$ cat src/rtl/parking_slot_allocator.sv
// Eight-slot parking allocator: request/ack handshake with a priority search over free slots,
// departure strobes with legality checking. Define PARKING_STATS_EN to add entry/reject counters.
module parking_slot_allocator #(
  parameter int unsigned LOWEST_FIRST = 1
) (
  input  logic       clock,
  input  logic       nreset,
  input  logic       arrive_req,
  output logic       arrive_ack,
  output logic       arrive_nack,
  output logic [7:0] park_location,
  input  logic       leave_req,
  input  logic [7:0] leave_location,
  output logic [7:0] parking_capacity,
  output logic [3:0] free_count,
  output logic       full,
  output logic       empty,
  output logic       leave_error
`ifdef PARKING_STATS_EN
  ,
  output logic [15:0] total_entries,
  output logic [15:0] total_rejects
`endif
);

  typedef enum logic [2:0] {
    StIdle,
    StSearch,
    StGrant,
    StReject,
    StWaitDrop
  } state_e;

  state_e     state_q;
  logic [7:0] cap_q, cap_d;
  logic [7:0] park_q;
  logic [7:0] pick;
  logic [7:0] free_slots;
  logic [7:0] leave_clr;
  logic [3:0] free_count_q;
  logic       ack_q, nack_q, full_q, empty_q, leave_error_q;
  logic       leave_legal;

  function automatic logic [3:0] ones(input logic [7:0] v);
    logic [3:0] n;
    n = '0;
    for (int i = 0; i < 8; i++) n = n + {3'b000, v[i]};
    return n;
  endfunction

  // Later loop iterations overwrite earlier ones, so the loop direction sets the priority.
  always_comb begin
    free_slots = ~cap_q;
    pick       = '0;
    if (LOWEST_FIRST != 0) begin
      for (int i = 7; i >= 0; i--) if (free_slots[i]) pick = 8'(1) << i;
    end else begin
      for (int i = 0; i < 8; i++) if (free_slots[i]) pick = 8'(1) << i;
    end
  end

  // park_q is non-zero only in GRANT, so OR-ing it in applies the grant on the GRANT edge.
  always_comb begin
    leave_legal = leave_req && $onehot(leave_location) && ((leave_location & cap_q) != 8'h00);
    leave_clr   = leave_legal ? leave_location : 8'h00;
    cap_d       = (cap_q | park_q) & ~leave_clr;
  end

  always_ff @(posedge clock or negedge nreset) begin
    if (!nreset) begin
      state_q       <= StIdle;
      cap_q         <= 8'h00;
      free_count_q  <= 4'd8;
      full_q        <= 1'b0;
      empty_q       <= 1'b1;
      ack_q         <= 1'b0;
      nack_q        <= 1'b0;
      park_q        <= 8'h00;
      leave_error_q <= 1'b0;
    end else begin
      cap_q         <= cap_d;
      free_count_q  <= 4'd8 - ones(cap_d);
      full_q        <= &cap_d;
      empty_q       <= ~|cap_d;
      leave_error_q <= leave_req & ~leave_legal;
      ack_q         <= 1'b0;
      nack_q        <= 1'b0;
      park_q        <= 8'h00;
      unique case (state_q)
        StIdle: begin
          if (arrive_req) state_q <= StSearch;
        end
        StSearch: begin
          if (pick != 8'h00) begin
            state_q <= StGrant;
            ack_q   <= 1'b1;
            park_q  <= pick;
          end else begin
            state_q <= StReject;
            nack_q  <= 1'b1;
          end
        end
        StGrant:  state_q <= StWaitDrop;
        StReject: state_q <= StWaitDrop;
        StWaitDrop: begin
          if (!arrive_req) state_q <= StIdle;
        end
        default: state_q <= StIdle;
      endcase
    end
  end

`ifdef PARKING_STATS_EN
  logic [15:0] entries_q, rejects_q;

  always_ff @(posedge clock or negedge nreset) begin
    if (!nreset) begin
      entries_q <= 16'h0000;
      rejects_q <= 16'h0000;
    end else begin
      if (state_q == StGrant)  entries_q <= entries_q + 16'd1;
      if (state_q == StReject) rejects_q <= rejects_q + 16'd1;
    end
  end

  assign total_entries = entries_q;
  assign total_rejects = rejects_q;
`endif

  assign arrive_ack       = ack_q;
  assign arrive_nack      = nack_q;
  assign park_location    = park_q;
  assign parking_capacity = cap_q;
  assign free_count       = free_count_q;
  assign full             = full_q;
  assign empty            = empty_q;
  assign leave_error      = leave_error_q;

endmodule

$ cat config.mk
export PLATFORM = sky130hd
export DESIGN_NAME = parking_slot_allocator
export DESIGN_NICKNAME = d
export VERILOG_FILES = /design/src/rtl/parking_slot_allocator.sv
export SDC_FILE = /design/constraint.sdc
export NUM_CORES = 1
export LEC_CHECK = 0
export CORE_ASPECT_RATIO = 1.5
export CORE_MARGIN = 3
export CORE_UTILIZATION = 45
export CTS_BUF_LIST = sky130_fd_sc_hd__clkbuf_4 sky130_fd_sc_hd__clkbuf_8
export DETAILED_ROUTE_END_ITERATION = 7
export PLACE_DENSITY_LB_ADDON = 0.05
export SLEW_MARGIN = 20
export SYNTH_ARGS = -nofsm -noshare
export SYNTH_HDL_FRONTEND = slang
export SYNTH_SLANG_ARGS = --single-unit
$ cat constraint.sdc
create_clock -name clock -period 4.15 [get_ports clock]
set_clock_uncertainty 0.05 [all_clocks]
set_input_delay 0.415 -clock clock [delete_from_list [all_inputs] [get_ports clock]]
set_output_delay 0.415 -clock clock [all_outputs]
set_load 0.05 [all_outputs]
==> flow_summary.ini <==
[drt]
drc = 0
initialDrtViolationCount = 24
antenna_left = 0
wirelength_um = 3710
via_per_inst = 5.32
wl_per_cell_um = 15.7
firstDrtPassIters = 4
vias = 1260

[power]
p_per_area_nw_per_um2 = 804
power_mw = 1.79
power.leakage_nw = 1.01
peakVddDrop_uv = 866

[worst_setup_path]
r2r_end = free_count[2]
r2r_slack_ns = 0.89
arrival_ns = 5.22
critPathCaptureType = register
critPathKind = input port to register
reg2reg_depth = 11
setup.worst_path.start = leave_location[1]
cp_max_fo = 3
crit_path_end = free_count[2]
r2r-start = parking_capacity[4]
start_kind = input port
worst_ep_required_time_ns = 4.28

[timing]
finalWorstSetupSlack_ns = -0.941
worstMarginPinSlew_ns = 0.516
finalHoldViolations = 0
min_period_ns = 5.09
final-setup-viol-count = 4
fin_tns_setup_ns = -2.73
rsz0062_at_grt = true
slew_violations = 0
maxSlewHeadroom = 0.655
fin_crit_sh = 1.23
hold_slack_ns = 0.452
fmaxAchievable_mhz = 196

[clock_tree]
hold_buffers = 0
cts_tree = done
clockBufferDepth = 2
cts_root_buffer = clkbuf_8
cts_sinks = 28
numCtsBuffers = 3
clock_latency_ns = 0.28
path_clk_slew_ns = 0.10
h-tree-depth = 1

[grt]
grt_max_degree = 29
grt_use_met3 = 0.0391
grt_pass1_wl_um = 6160
top_usage_layer = met2
met1_usage = 0.241
grt_util_met2 = 0.381
grt_use_total = 0.213
grt_pass1_vias = 1379
grt-ovfl-total = 0
grt_antenna_before_repair = 0

[worst_hold_path]
hp-class = input port to asynchronous set/reset pin

[die]
fp-row-count = 24
initial_core_util = 0.482
io_pins = 37
die_w_um = 52.3
coreArea_um2 = 3000
die_h_um = 75.4
die_area_um2 = 3940

[final_layout]
diodes = 0
fin_util = 0.740
final_layout_size_suffix_gt1_frac = 0.288
layout_commonest_cell = clkdlybuf4s50_1
finalNetCount = 228
area_growth_pct = 53.7
fillers = 218
layout_common_cells = 33 x clkdlybuf4s50_1, 28 x buf_4, 26 x dfrtp_1, 15 x inv_1, 11 x nor2_1

[yosys]
async_reset_ff_frac = 1.00
ys_types = 30
synth.net_count = 159
avgSynthCellArea_um2 = 11.1
yosysSeqAreaShare = 0.486
synth_seq_cells = 28
ys.flop_type = dfrtp_1
synth-edff-count = 0
ys.warnings.count = 0
syn_inst = 130
synthesis.area_um2 = 1450

[placement]
port_buffers = 36
dp_hpwl_um = 2810
gp_congestion = 0.855

[flow_run]
cap_violations = 0

[run_status]
violations = negative setup slack
status = finished, violations left
==> critical path: stages <==
cell and delay [ns]:
buf_8 0.08, inv_4 0.03, fa_1 0.55, fa_1 0.43, fa_1 0.45, inv_1 0.07, ha_2 0.19, inv_2 0.04
fa_1 0.47, and3_4 0.20, nand2_4 0.05, nor3_4 0.19, nand2_1 0.10, o21a_1 0.14, fa_1 0.52, inv_2 0.05
ha_4 0.14, fa_1 0.47, fa_2 0.38, ha_4 0.24
==> through the flow <==
stage / cell area [µm²] / setup slack [ns] / std cells
final: 2220 / -0.941 / 237
after global routing: 2220 / -1.10 / 237
after CTS: 2200 / -0.987 / 236
after detailed placement: 2050 / -1.89 / 228
after global placement: 2050 / -1.80 / 228
after floorplan: 1470 / -1.11 / 130
==> metal layers <==
metal / vias to the layer above / part of all wire / wire length, µm
li1: 581 / - / -
met1: 623 / 0.37 / 1360
met2: 44 / 0.56 / 2080
met3: 12 / 0.047 / 175
met4: 0 / 0.027 / 99
met5: - / 0 / 0
==> power by group <==
group / switching (mW) / internal, mW
clock: 0.0892 / 0.129
sequential: 0.0813 / 0.367
combinational: 0.617 / 0.504
total: 0.788 / 1.00
==> registers in the layout (all words and copies together), names as in the netlist <==
register          cells
empty                 1
park_location         8
parking_capacity      8
arrive_ack            1
free_count            4
full                  1
leave_error           1
state_q               3
arrive_nack           1
==> how the worst min path moves through the flow <==
stage	endpoint	slack, ns	cells past startpoint
detailed placement	state_q[0]	0.44	1
floorplan	arrive_ack	0.07	0
finish	leave_error	0.45	2
CTS	leave_error	0.45	2
global route	leave_error	0.48	2
global placement	state_q[0]	0.40	1
==> repair_timing <==
item,in CTS,in global routing
buffers inserted,4,1
pin swaps,10,4
resized for setup,24,4
setup endpoints to repair,6,5
==> cells by family after synthesis <==
| group | synth area share |
|---|---|
| xor+xnor | 0.00606 |
| flops | 0.486 |
| fa+ha+maj | 0.183 |
| mux | 0.0147 |
| compound gates | 0.0848 |
| buf+inv | 0.0545 |
| simple gates | 0.170 |
==> final cells by class <==
type | instances | area (µm²) | share of cell area
clock inverters | 1 | 30.0 | 0.0135
repair buffers | 64 | 572 | 0.257
multi-input cells | 81 | 739 | 0.333
well taps | 39 | 48.8 | 0.0219
flip-flops and latches | 28 | 703 | 0.316
inverters | 21 | 88.8 | 0.0400
clock buffers | 3 | 41.3 | 0.0186
==> synth_stat cells, drive strengths merged (2+ instances only) <==
master  count  area, µm²
dfrtp      26        651
inv        21       78.8
nor2       11       41.3
ha         10        125
nand2       9       33.8
fa          7        140
nor3        5       36.3
a22oi       4       30.0
o21ai       4       20.0
a21oi       3       15.0
nand3       3       15.0
nand4       3       18.8
nor4b       3       26.3
and3        2       12.5
dfstp       2       52.6
nor3b       2       15.0
o21a        2       15.0
o32a        2       20.0
(Power assumes the default switching activity.)
